==> config.mk <==
export PLATFORM = sky130hd
export DESIGN_NAME = seq_divider
export DESIGN_NICKNAME = d
export VERILOG_FILES = /design/src/rtl/div_pkg.sv /design/src/rtl/div_remainder_reg.sv /design/src/rtl/seq_divider.sv
export SDC_FILE = /design/constraint.sdc
export NUM_CORES = 1
export LEC_CHECK = 0
export ABC_AREA = 1
export ABC_CLOCK_PERIOD_IN_PS = 2000
export CORE_UTILIZATION = 52
export CTS_BUF_LIST = sky130_fd_sc_hd__clkbuf_8
export DETAILED_ROUTE_END_ITERATION = 6
export PLACE_DENSITY = 0.9
export SLEW_MARGIN = 20
export SYNTH_ARGS = -nofsm -noshare
export SYNTH_HDL_FRONTEND = slang
export SYNTH_SLANG_ARGS = --single-unit
==> constraint.sdc <==
create_clock -name clk -period 2 [get_ports clk]
set_input_delay 0.4 -clock clk [delete_from_list [all_inputs] [get_ports clk]]
set_output_delay 0.4 -clock clk [all_outputs]
set_load 0.01 [all_outputs]
==> src/rtl/div_pkg.sv <==
// Shared definitions for the sequential restoring divider: state codes and sizing helpers.
package div_pkg;

    localparam int DIV_WIDTH = 32;

    localparam logic [1:0] S_IDLE = 2'd0;
    localparam logic [1:0] S_ITER = 2'd1;
    localparam logic [1:0] S_DONE = 2'd2;

    // The step counter must be able to hold WIDTH itself.
    function automatic int cnt_width(input int w);
        return $clog2(w + 1);
    endfunction

endpackage

==> src/rtl/div_remainder_reg.sv <==
// Combined {remainder,quotient} shift register with the restoring trial subtractor.
module div_remainder_reg
    import div_pkg::*;
#(
    parameter int WIDTH = DIV_WIDTH
) (
    input  logic             clk,
    input  logic             rst_n,
    input  logic             load,
    input  logic             step,
    input  logic [WIDTH-1:0] dividend,
    input  logic [WIDTH-1:0] divisor,
    output logic [WIDTH-1:0] rem_nxt,
    output logic [WIDTH-1:0] quo_nxt
);

    logic [2*WIDTH-1:0] rq;
    logic [WIDTH:0]     trial;
    logic [WIDTH:0]     diff;
    logic               fits;

    // Shift the next dividend bit into the partial remainder, then try the subtraction.
    assign trial   = {rq[2*WIDTH-1:WIDTH], rq[WIDTH-1]};
    assign diff    = trial - {1'b0, divisor};
    assign fits    = (trial >= {1'b0, divisor});
    assign rem_nxt = fits ? diff[WIDTH-1:0] : trial[WIDTH-1:0];
    assign quo_nxt = {rq[WIDTH-2:0], fits};

    always_ff @(posedge clk or negedge rst_n) begin
        if (!rst_n)
            rq <= '0;
        else if (load)
            rq <= {{WIDTH{1'b0}}, dividend};
        else if (step)
            rq <= {rem_nxt, quo_nxt};
    end

endmodule

==> src/rtl/seq_divider.sv <==
// Sequential unsigned restoring divider: one quotient bit per clock, registered results.
module seq_divider
    import div_pkg::*;
#(
    parameter int WIDTH = DIV_WIDTH
) (
    input  logic             clk,
    input  logic             Reset,
    input  logic             Start,
    input  logic [WIDTH-1:0] Dividend_in,
    input  logic [WIDTH-1:0] Divisor_in,
    output logic             Busy,
    output logic             Ready,
    output logic             DivZero,
    output logic [WIDTH-1:0] Quotient_out,
    output logic [WIDTH-1:0] Remainder_out
);

    localparam int CW = cnt_width(WIDTH);

    logic [1:0]       state;
    logic [CW-1:0]    cnt;
    logic [WIDTH-1:0] dvsr;
    logic [WIDTH-1:0] rem_nxt;
    logic [WIDTH-1:0] quo_nxt;
    logic             accept;
    logic             iter;
    logic             last;

    assign iter   = (state == S_ITER);
    assign accept = Start && ((state == S_IDLE) || (state == S_DONE));
    assign last   = iter && (cnt == CW'(WIDTH - 1));
    assign Busy   = iter;
    assign Ready  = (state == S_DONE);

    div_remainder_reg #(.WIDTH(WIDTH)) u_rq (
        .clk      (clk),
        .rst_n    (Reset),
        .load     (accept),
        .step     (iter),
        .dividend (Dividend_in),
        .divisor  (dvsr),
        .rem_nxt  (rem_nxt),
        .quo_nxt  (quo_nxt)
    );

    always_ff @(posedge clk or negedge Reset) begin
        if (!Reset) begin
            state         <= S_IDLE;
            cnt           <= '0;
            dvsr          <= '0;
            Quotient_out  <= '0;
            Remainder_out <= '0;
            DivZero       <= 1'b0;
        end else if (accept) begin
            dvsr <= Divisor_in;
            cnt  <= '0;
            // A zero divisor skips iteration and reports the conventional all-ones quotient.
            if (Divisor_in == '0) begin
                state         <= S_DONE;
                Quotient_out  <= '1;
                Remainder_out <= Dividend_in;
                DivZero       <= 1'b1;
            end else begin
                state         <= S_ITER;
                Quotient_out  <= '0;
                Remainder_out <= '0;
                DivZero       <= 1'b0;
            end
        end else if (iter) begin
            cnt <= cnt + CW'(1);
            if (last) begin
                state         <= S_DONE;
                Quotient_out  <= quo_nxt;
                Remainder_out <= rem_nxt;
            end
        end else if (state != S_DONE) begin
            state <= S_IDLE;
        end
    end

endmodule

==> flow_summary_export.csv, run 1 <==
group,metric,value,unit
logic_synthesis,muxShareOfSynthArea,0,%
logic_synthesis,synth_largest_area_cell,"dfrtp_1",
placement,placed_cell_area,13320,µm²
logic_synthesis,synth_xor_area_share,1.292,%
placement,pre_cts_ws,-0.5201,ns
logic_synthesis,synth_top_family_by_area,"simple AND/OR/NAND/NOR gates",
timing,worst_path_end_type,"sequential cell input",
logic_synthesis,synthTopCellsByCount,"nand2_1, inv_1, dfrtp_1",
logic_synthesis,ys_ff_latch,169,
logic_synthesis,synth-seq-area-share,41.59,%
logic_synthesis,syn_nets,1533,
grt,grt-ovfl-total,49,
die,die_h,141.8,µm
logic_synthesis,syn_avg_cell_area,7.101,µm²
placement,gp_congestion,0.9929,
cts,cts_root_buffer,"clkbuf_8",
logic_synthesis,async_flop_share,100.0,%
logic_synthesis,synthTopCellsByArea,"dfrtp_1, nand2_1, inv_1",
die,initial_core_util,53.64,%
logic_synthesis,yosysWarnings,0,
logic_synthesis,synth_top_area_share,41.59,%
logic_synthesis,synth_flop_cell,"dfrtp_1",
logic_synthesis,synthSimpleGateAreaFrac,29.53,%
placement,portBuffers,133,
logic_synthesis,synth_compound_area_share,12.28,%
logic_synthesis,netlist_instances,1432,
die,fp-row-count,50,
cts,clock_path_buffers,2,
grt,grt_max_degree,61,
run_status,status,"did not finish",
logic_synthesis,synth_edf_count,0,
logic_synthesis,synth_cell_types,46,
logic_synthesis,synth_area,10170,µm²
cts,h-tree-depth,4,
run_status,firstError,"[ERROR GRT-0232] Routing congestion too high. Check the congestion heatmap in the GUI.",
timing,postGrtWorstEndpoint,"Remainder_out[10]$_DFFE_PN0P_/D",
logic_synthesis,synthAdderAreaFrac,4.257,%
run_status,stop_stage,"global routing",
grt,grt_use_total,63.47,%
die,pin_count,134,
placement,dp_hpwl,25240,µm
die,dieWidth,141.8,µm
cts,cts_inserted_buffers,17,
logic_synthesis,synth_most_common_cell,"nand2_1",
cts,cts_sinks,169,
[repair_timing]
| item | 4_1_cts |
|---|---|
| hold buffers | 1 |
| endpoints found under the setup margin | 68 |
| pin swaps | 57 |
| setup buffers | 16 |
| hold endpoints to repair | 49 |
| gates resized for setup | 206 |
| gates cloned | 1 |
[logic make-up after synthesis]
kind of cell / Yosys count
fa+ha+maj: 34
simple gates: 703
buf+inv: 282
compound gates: 229
flops: 169
xor+xnor: 15
[per-layer routing]
metal	track usage [%]	overflow
met5	10.78	0
met4	63.50	26
met3	47.18	0
met2	81.41	22
met1	63.47	1
[stage by stage]
step	std cells	setup TNS [ns]	util, %
detailed placement	1983	-33.54	70.24
global placement	1983	-29.84	70.24
floorplan	1432	0	-
CTS	2032	-8.982	78.45
==> inputs of run 2 (changes only) <==
--- a/config.mk
+++ b/config.mk
@@ -6,11 +6,10 @@
 export NUM_CORES = 1
 export LEC_CHECK = 0
 export ABC_AREA = 1
-export ABC_CLOCK_PERIOD_IN_PS = 2000
-export CORE_UTILIZATION = 52
-export CTS_BUF_LIST = sky130_fd_sc_hd__clkbuf_8
+export ABC_CLOCK_PERIOD_IN_PS = 2600
+export CORE_UTILIZATION = 40
 export DETAILED_ROUTE_END_ITERATION = 6
-export PLACE_DENSITY = 0.9
+export PLACE_DENSITY_LB_ADDON = 0.15
 export SLEW_MARGIN = 20
 export SYNTH_ARGS = -nofsm -noshare
 export SYNTH_HDL_FRONTEND = slang
==> constraint.sdc (replaced) <==
create_clock -name clk -period 2.6 [get_ports clk]
set_input_delay 0.52 -clock clk [delete_from_list [all_inputs] [get_ports clk]]
set_output_delay 0.52 -clock clk [all_outputs]
set_load 0.01 [all_outputs]
==> run 2 against run 1 <==
Compared with the run above:
- the flow now finishes without violations
- synthesized area is the same
- synthesized cell count is the same
==> flow_summary_export.csv, run 2 <==
group,metric,value,unit
logic_synthesis,syn_avg_cell_area,7.101,µm²
logic_synthesis,ys_ff_latch,169,
logic_synthesis,synth-seq-area-share,41.59,%
logic_synthesis,netlist_instances,1432,
cts,post_cts_buffers,0,
logic_synthesis,synth_flop_cell,"dfrtp_1",
logic_synthesis,synth_top_area_share,41.59,%
logic_synthesis,synth_largest_area_cell,"dfrtp_1",
logic_synthesis,synthTopCellsByCount,"nand2_1, inv_1, dfrtp_1",
cells_and_area,stdcell_count,1894,
run,timing.max_cap.violations,0,
die,die_h,161.4,µm
routing,routed_wl,31680,µm
critical_path,r2r_cells,13,
cells_and_area,final_common_cell,"nand2_1",
timing,skew,0.01099,ns
placement,portBuffers,133,
grt,antenna_found_initial,0,
cells_and_area,nets,1658,
grt,grt-ovfl-total,0,
die,initial_core_util,41.33,%
critical_path,arrival,2.80,ns
cts,cts_root_buffer,"clkbuf_16",
critical_path,critical_path.startpoint,"u_rq.rq[55]",
run_status,status,"completed",
logic_synthesis,synth_cell_types,46,
logic_synthesis,synth_most_common_cell,"nand2_1",
critical_path,reg2reg_to,"Remainder_out[9]",
timing,setup_slack,0.1477,ns
routing,drc,0,
logic_synthesis,async_flop_share,100.0,%
timing,setup_violations,0,
cts,h-tree-depth,4,
cts,cts_inserted_buffers,17,
cells_and_area,syn_to_final_growth,23.97,%
logic_synthesis,synth_edf_count,0,
power_and_ir_drop,ir_drop,0.6497,mV
routing,drt-initial-drc-count,780,
placement,gp_congestion,0.9901,
timing,hold_ws,0.06085,ns
routing,routed-via-count,9665,
critical_path,r2r_start,"u_rq.rq[55]",
timing,hold_viol,0,
routing,antenna_left,0,
grt,grt_pass1_wl,50750,µm
grt,grt_pass1_vias,9348,
timing,fmax,0.4078,GHz
cts,cts_sinks,169,
critical_path,startpoint_type,"flop",
cells_and_area,largest_register_ffs,64,
timing,drv_slew,0,
timing,fin_crit_sh,94.32,%
cells_and_area,layout_common_cells,"nand2_1, inv_1, dfrtp_1, clkdlybuf4s50_1, nor2_1",
placement,dp_hpwl,24270,µm
power_and_ir_drop,p_leak,6.342,nW
critical_path,endpoint,"Remainder_out[9]",
logic_synthesis,synthTopCellsByArea,"dfrtp_1, nand2_1, inv_1",
routing,wl_per_cell,16.73,µm
grt,grt_max_degree,81,
critical_path,end_kind,"flop",
timing,slew-limit-headroom,59.60,%
critical_path,critPathKind,"reg2reg",
die,core_area,24600,µm²
grt,grt_use_total,25.27,%
cts,tritoncts,"done",
logic_synthesis,yosysWarnings,0,
timing,period_needed,2.452,ns
die,fp-row-count,57,
critical_path,worstPathMaxFanout,14,
routing,viasPerCell,5.103,
min_path,hold_path_class,"in2async",
cts,clock_path_buffers,2,
timing,worstMarginPinSlew,0.6005,ns
logic_synthesis,syn_nets,1533,
die,dieArea,26060,µm²
die,pin_count,134,
die,dieWidth,161.4,µm
cts,clk_latency,0.43,ns
cells_and_area,regMostFlops,"u_rq.rq",
routing,firstDrtPassIters,5,
cells_and_area,layout-drive-gt1-share,5.987,%
timing,rsz0062_at_grt,"false",
power_and_ir_drop,power_density,1470,nW/µm²
logic_synthesis,synth_area,10170,µm²
placement,placed_cells,1862,
cells_and_area,diodes,0,
critical_path,cp_data_required_time,2.95,ns
placement,pre_cts_ws,-0.06228,ns
cts,clkSlewWorstSetupHoldPaths,0.08,ns
critical_path,reg2reg_setup_slack,0.15,ns
[run 2: cell counts after synthesis]
Identical to the previous run, type by type.
[run 2: layer usage]
metal | vias up | track usage, % | wire length [µm]
li1 | 4790 | - | -
met1 | 4519 | 35.36 | 14920
met2 | 311 | 39.93 | 14210
met3 | 45 | 4.263 | 1837
met4 | 0 | 7.633 | 714
met5 | - | 0 | 0
[run 2: what timing repair did]
action | CTS | global route
setup endpoints to repair | 0 | 30
hold buffers | 0 | 0
gates resized for setup | 0 | 7
[run 2: how the worst min path moves through the flow]
stage                                   to  slack (ns)     from  cells past startpoint
after global placement             DivZero        0.47  DivZero                      2
after floorplan                    DivZero        0.22    Reset                      0
after global routing      Quotient_out[25]        0.09    Reset                      1
after detailed placement           DivZero        0.47  DivZero                      2
final                     Quotient_out[25]        0.06    Reset                      1
after CTS                 Quotient_out[26]        0.07    Reset                      1
[run 2: layout make-up]
class / instances / area (µm²)
fill: 2500 / 12000
multi-input combinational: 981 / 4846
sequential: 169 / 4229
timing repair buffer: 162 / 1688
inverter: 226 / 848.3
clock buffer: 18 / 429.2
tap: 324 / 405.4
clock inverter: 14 / 160.2
[run 2: critical path, cell delays in order (launching register included)]
cell and delay (ns):
dfrtp_1 0.47, ha_2 0.38, nand2_1 0.14, inv_1 0.07, a21oi_2 0.16, nand2_1 0.09, nand2_1 0.06, nand2_1 0.10
nor2_4 0.13, nand2_4 0.15, buf_12 0.19, nand2_1 0.06, nand3_1 0.13, a21oi_1 0.21
[run 2: cell families after synthesis]
kind of cell,Yosys count,share of synthesized area [%]
fa+ha+maj,34,4.257
compound gates,229,12.28
xor+xnor,15,1.292
buf+inv,282,11.05
flops,169,41.59
simple gates,703,29.53
[run 2: power by group]
group	leakage [nW]	switching (mW)	internal [mW]	total, mW
combinational	3.96	7.38	4.23	11.6
sequential	2.11	0.665	3.68	4.35
clock	0.271	1.21	1.36	2.58
[run 2: through the flow]
stage                     power [mW]  setup TNS, ns  utilization [%]  instance area (µm²)
after CTS                      18.48              0            51.15                12590
after global placement         15.69       -0.02184            48.76                12000
after global routing           20.23              0            51.23                12610
after detailed placement       15.81        -0.5701            48.76                12000
final                          18.54              0            51.23                12610
after floorplan                12.11              0                -                10170
Note: power is estimated with default switching activity, not from simulation.
